`src/rtl/button_step_ctrl.sv`:
```
// button_step_ctrl: synchronised, debounced up/down buttons -> one-cycle step pulse plus direction level.
// Define AUTO_REPEAT_EN to build the hold-to-repeat state and its timer.
module button_step_ctrl #(
   parameter int unsigned DEBOUNCE_CYCLES = 500000,
   parameter int unsigned REPEAT_DELAY    = 25000000,
   parameter int unsigned REPEAT_RATE     = 5000000
) (
   input  logic clk,
   input  logic reset,
   input  logic btn_up,
   input  logic btn_down,
   output logic enable,
   output logic forward,
   output logic held
);
   localparam int DW = $clog2(DEBOUNCE_CYCLES) + 1;
   localparam logic [DW-1:0] DB_LAST = DW'(DEBOUNCE_CYCLES - 1);
   typedef enum logic [1:0] {IDLE, HOLD, REPEAT, LOCK} state_t;
   state_t state_q;
   logic [1:0] sync1_q, sync2_q, db_q;
   logic [DW-1:0] cnt_q [2];
   logic u, d, act, other;
   assign u = db_q[1];
   assign d = db_q[0];
   assign act = forward ? u : d;
   assign other = forward ? d : u;
`ifdef AUTO_REPEAT_EN
   localparam int unsigned RMAX = (REPEAT_DELAY > REPEAT_RATE) ? REPEAT_DELAY : REPEAT_RATE;
   localparam int TW = $clog2(RMAX) + 1;
   localparam logic [TW-1:0] DELAY_LAST = TW'(REPEAT_DELAY - 1);
   localparam logic [TW-1:0] RATE_LAST = TW'(REPEAT_RATE - 1);
   logic [TW-1:0] tmr_q;
`else
   logic unused_rpt;
   assign unused_rpt = ^{REPEAT_DELAY, REPEAT_RATE};
`endif
   // Counter restarts on any sample matching the current level, so only an unbroken run flips it.
   always_ff @(posedge clk or negedge reset) begin
      if (!reset) begin
         sync1_q <= '0;
         sync2_q <= '0;
         db_q <= '0;
         cnt_q[0] <= '0;
         cnt_q[1] <= '0;
      end else begin
         sync1_q <= {btn_up, btn_down};
         sync2_q <= sync1_q;
         for (int i = 0; i < 2; i++) begin
            if (sync2_q[i] == db_q[i]) cnt_q[i] <= '0;
            else if (cnt_q[i] == DB_LAST) begin
               cnt_q[i] <= '0;
               db_q[i] <= sync2_q[i];
            end else cnt_q[i] <= cnt_q[i] + 1'b1;
         end
      end
   end
   // Timer defaults to zero so every state entry starts it afresh.
   always_ff @(posedge clk or negedge reset) begin
      if (!reset) begin
         state_q <= IDLE;
         enable <= 1'b0;
         forward <= 1'b1;
         held <= 1'b0;
`ifdef AUTO_REPEAT_EN
         tmr_q <= '0;
`endif
      end else begin
         enable <= 1'b0;
`ifdef AUTO_REPEAT_EN
         tmr_q <= '0;
`endif
         case (state_q)
            IDLE:
               if (u && d) state_q <= LOCK;
               else if (u || d) begin
                  state_q <= HOLD;
                  enable <= 1'b1;
                  forward <= u;
                  held <= 1'b1;
               end
            HOLD:
               if (!act) begin
                  state_q <= IDLE;
                  held <= 1'b0;
               end else if (other) begin
                  state_q <= LOCK;
                  held <= 1'b0;
               end
`ifdef AUTO_REPEAT_EN
               else if (tmr_q == DELAY_LAST) begin
                  state_q <= REPEAT;
                  enable <= 1'b1;
               end else tmr_q <= tmr_q + 1'b1;
            REPEAT:
               if (!act) begin
                  state_q <= IDLE;
                  held <= 1'b0;
               end else if (other) begin
                  state_q <= LOCK;
                  held <= 1'b0;
               end else if (tmr_q == RATE_LAST) enable <= 1'b1;
               else tmr_q <= tmr_q + 1'b1;
`endif
            LOCK:
               if (!u && !d) state_q <= IDLE;
            default: begin
               state_q <= IDLE;
               held <= 1'b0;
            end
         endcase
      end
   end
endmodule

```
`config.mk`:
```
export PLATFORM = sky130hd
export DESIGN_NAME = button_step_ctrl
export DESIGN_NICKNAME = d
export VERILOG_FILES = /design/src/rtl/button_step_ctrl.sv
export SDC_FILE = /design/constraint.sdc
export NUM_CORES = 1
export LEC_CHECK = 0
export CELL_PAD_IN_SITES_DETAIL_PLACEMENT = 0
export CELL_PAD_IN_SITES_GLOBAL_PLACEMENT = 1
export CORE_AREA = 2 2 71 89
export CTS_BUF_LIST = sky130_fd_sc_hd__clkbuf_8
export DETAILED_ROUTE_END_ITERATION = 16
export DIE_AREA = 0 0 73 91
export PLACE_DENSITY = 0.75
export SETUP_SLACK_MARGIN = 0.1
export SKIP_LAST_GASP = 1
export SLEW_MARGIN = 15
export SYNTH_ARGS = -nofsm -noshare
export SYNTH_HDL_FRONTEND = slang
export SYNTH_SLANG_ARGS = --single-unit
```
`constraint.sdc`:
```
create_clock -name clk -period 2.7 [get_ports clk]
set_clock_uncertainty 0.2 [all_clocks]
set_input_delay 0.27 -clock clk [delete_from_list [all_inputs] [get_ports clk]]
set_output_delay 0.27 -clock clk [all_outputs]
set_load 0.01 [all_outputs]
```
==> impl_metrics.yaml <==
pwr:
  ir_worst_vdd_mv: 0.2226
  leakage_nw: 1.116
  pwr_density_cell_nw_per_um2: 461.3
  sequentialPowerShare_pct: 61.7
  switching_share_pct: 23.37
  power.total_w: 0.001270
  switchingPower_w: 0.0002967
  intPower_w: 0.0009730
  p_clk_share_pct: 34.2
  power_frac_comb_pct: 4.1
clocking:
  insertion_delay_ps: 300
  post_cts_buffers: 0
  clkSlewWorstSetupHoldPaths_ps: 100
  clockBufferDepth: 2
  numCtsBuffers: 5
  ctsHtreeMaxLevel: 2
  cts_num_sinks: 51
  cts_tree: "done"
  cts-root-buf: "clkbuf_8"
route:
  dr.pass1.iters: 4
  drtIter0Drc: 82
  drc: 0
  viasPerCell: 5.492
  postRouteAntennaNets: 0
  routed_wl_um: 4601
  wl_per_cell_um: 14.07
  via_count: 1796
setup_path:
  cp-startpoint: "cnt_q[11]"
  arrival_ps: 2300
  crit_fanout: 7
  reg2reg_from: "cnt_q[11]"
  slowest_stage: "or4b_1"
  crit_path_end: "db_q[1]"
  crit_path_end_kind: "register"
  cp.required_ps: 2690
  ff2ff_setup_slack_ps: 380
  rr_endpoint: "db_q[1]"
  crit_chain: "or4b_1 -> or3_4 -> nor3_1 -> mux2_2"
  rr_worst_depth: 4
  path_class: "register to register"
  slowest_delay_ps: 520
  start_kind: "register"
synth:
  synthMuxAreaShare_pct: 1.729
  synth-async-reset-ratio_pct: 100.0
  synthSimpleGateAreaFrac_pct: 27.17
  synth-xor-area-share_pct: 10.72
  synth_area_um2: 2532
  synth_seq_cells: 51
  netlist_instances: 250
  ys_seq_area_share_pct: 50.44
  yosysWarnings: 0
  synth_compound_area_share_pct: 5.287
  yosysTopAreaCell: "dfrtp_1"
  synth_edf_count: 0
  synth_top_flop_cell: "dfrtp_1"
  synth_top_family_by_area: "simple AND/OR/NAND/NOR gates"
  synth_cell_types: 39
  syn-num-nets: 258
  synthTopCellsByArea: "dfrtp_1 (49%), xnor2_1 (5.9%), xor2_1 (4.8%)"
  syn_area_per_cell_um2: 10.13
  synth-adder-area-share_pct: 1.976
  synth_top_area_share_pct: 49.41
timing:
  setup_viol: 0
  fmax_mhz: 431.9
  setup_tns_ps: 0
  finalHoldViolations: 0
  fin_crit_ps: 2316
  worst_pin_slew_ps: 841.0
  finalCritPeriodShare_pct: 85.76
  rsz0062_at_grt: "no"
  slew_violations: 0
  slew_headroom_pct: 43.93
place:
  dp_hpwl_um: 3169
  gp_congestion: 0.8578
  place_area_um2: 2655
  io_buffers: 6
  dp_cells: 318
finish:
  nFillCells: 564
  final_layout_size_suffix_gt1_share_pct: 12.26
  fin_util_pct: 47.63
  layout.cells.non_filler: 327
  stdcell_area_um2: 2753
  area.growth.synth_to_final_pct: 8.696
  diodes: 0
  layout.nets: 268
outcome:
  status: "completed"
die:
  num_rows: 31
  start_util_pct: 43.82
  die_x_um: 73
  core_um2: 5779
  die_h_um: 91
  boundaryPins: 7
  die-area_um2: 6643
global_routing:
  antenna_found_initial: 0
  overflow: 0
  grt_max_degree: 40
  grt_pass1_vias: 1802
  grt_pass1_wl_um: 8286
  grt_usage_pct: 15.42
job:
  maxCapViolCount: 0
hold_path:
  hold_path_class: "register to register"
-- layout by cell type, fill, tap and decap left out, drive strengths merged, types with 3 or more instances in the layout --
master / count
clkbuf: 5
or3: 6
nor2: 41
buf: 5
o21ai: 8
nor4: 9
nand4: 18
xnor2: 17
and3: 5
xor2: 14
dfrtp: 50
ha: 4
nor3: 7
o31ai: 3
nand3: 13
mux2: 3
and4: 4
clkdlybuf4s50: 5
inv: 7
nand2: 11
a21oi: 7
-- sequential cells by signal, indices dropped and copies added, names as in the netlist --
register / cells
cnt_q: 40
db_q: 2
state_q: 2
sync1_q: 2
sync2_q: 2
enable: 1
forward: 1
held: 1
-- metal layers --
metal	global-route usage [%]	vias to the layer above	part of all wire (%)
met3	2.664	10	2.1
li1	-	909	-
met5	0	-	0
met4	8.025	0	3.0
met2	23.57	26	48
met1	20.59	851	47
-- synthesized netlist by cell type (3+ instances only) --
cell type	instances
a21oi_1	7
and3_1	4
and4_1	4
clkbuf_1	6
dfrtp_1	50
ha_1	4
inv_1	6
mux2_2	3
nand2_1	11
nand3_1	13
nand4_1	18
nor2_1	31
nor2_2	10
nor3_1	7
nor4_1	9
o21ai_0	7
or3_1	4
xnor2_1	17
xor2_1	14
-- cell type report --
cell class              instances  area (µm²)  area share, %
inverters                       6       22.52         0.8182
repair buffers                 11       95.09          3.455
flip-flops and latches         51        1277          46.41
well taps                      66       82.58          3.000
clock buffers                   5       68.82          2.500
multi-input cells             185        1187          43.14
clock inverters                 3       18.77         0.6818
-- worst max-delay path: cells and delay by family (launching register included) --
kind,cells,cell delay [ps]
muxes,1,370
and+or+nand+nor,3,1190
DFF,1,450
-- worst min path at each step --
stage / start / end / slack, ps / cells past startpoint
after floorplan: reset / cnt_q[0] / -230 / 0
after detailed placement: sync1_q[1] / sync2_q[1] / 140 / 0
after global placement: sync1_q[0] / sync2_q[0] / 140 / 0
after CTS: sync1_q[0] / sync2_q[0] / 160 / 0
final: sync1_q[0] / sync2_q[0] / 160 / 0
after global routing: sync1_q[1] / sync2_q[1] / 160 / 0
-- timing repair --
action	CTS	global route
hold endpoints to repair	37	0
gates resized for setup	0	0
endpoints found under the setup margin	0	0
hold buffers	1	0
-- metrics by stage --
step                      setup WS [ps]  hold slack [ps]
final                             384.5            156.1
after global routing              267.0            162.1
after CTS                         385.5            158.9
after detailed placement          406.1            135.5
after global placement            428.9            137.2
after floorplan                   494.8           -225.6
-- logic make-up (layout without fill, tap and decap cells) --
logic type               after synthesis  after routing
XOR/XNOR                              31             31
AND/OR/NAND/NOR                      125            125
multiplexers                           4              4
buffers and inverters                 14             25
flip-flops                            51             51
AO/OA/AOI/OAI                         21             21
adder cells (fa/ha/maj)                4              4
-- power groups by stage --
stage          logic (W)  registers, W  clock network, W
2_1_floorplan  0.0000285      0.000795                 0
3_3_place_gp   0.0000513      0.000799                 0
3_5_place_dp   0.0000523      0.000799                 0
4_1_cts        0.0000537      0.000784          0.000456
5_1_grt        0.0000599      0.000786          0.000479
6_report       0.0000516      0.000784          0.000434
(Power assumes the default switching activity.)
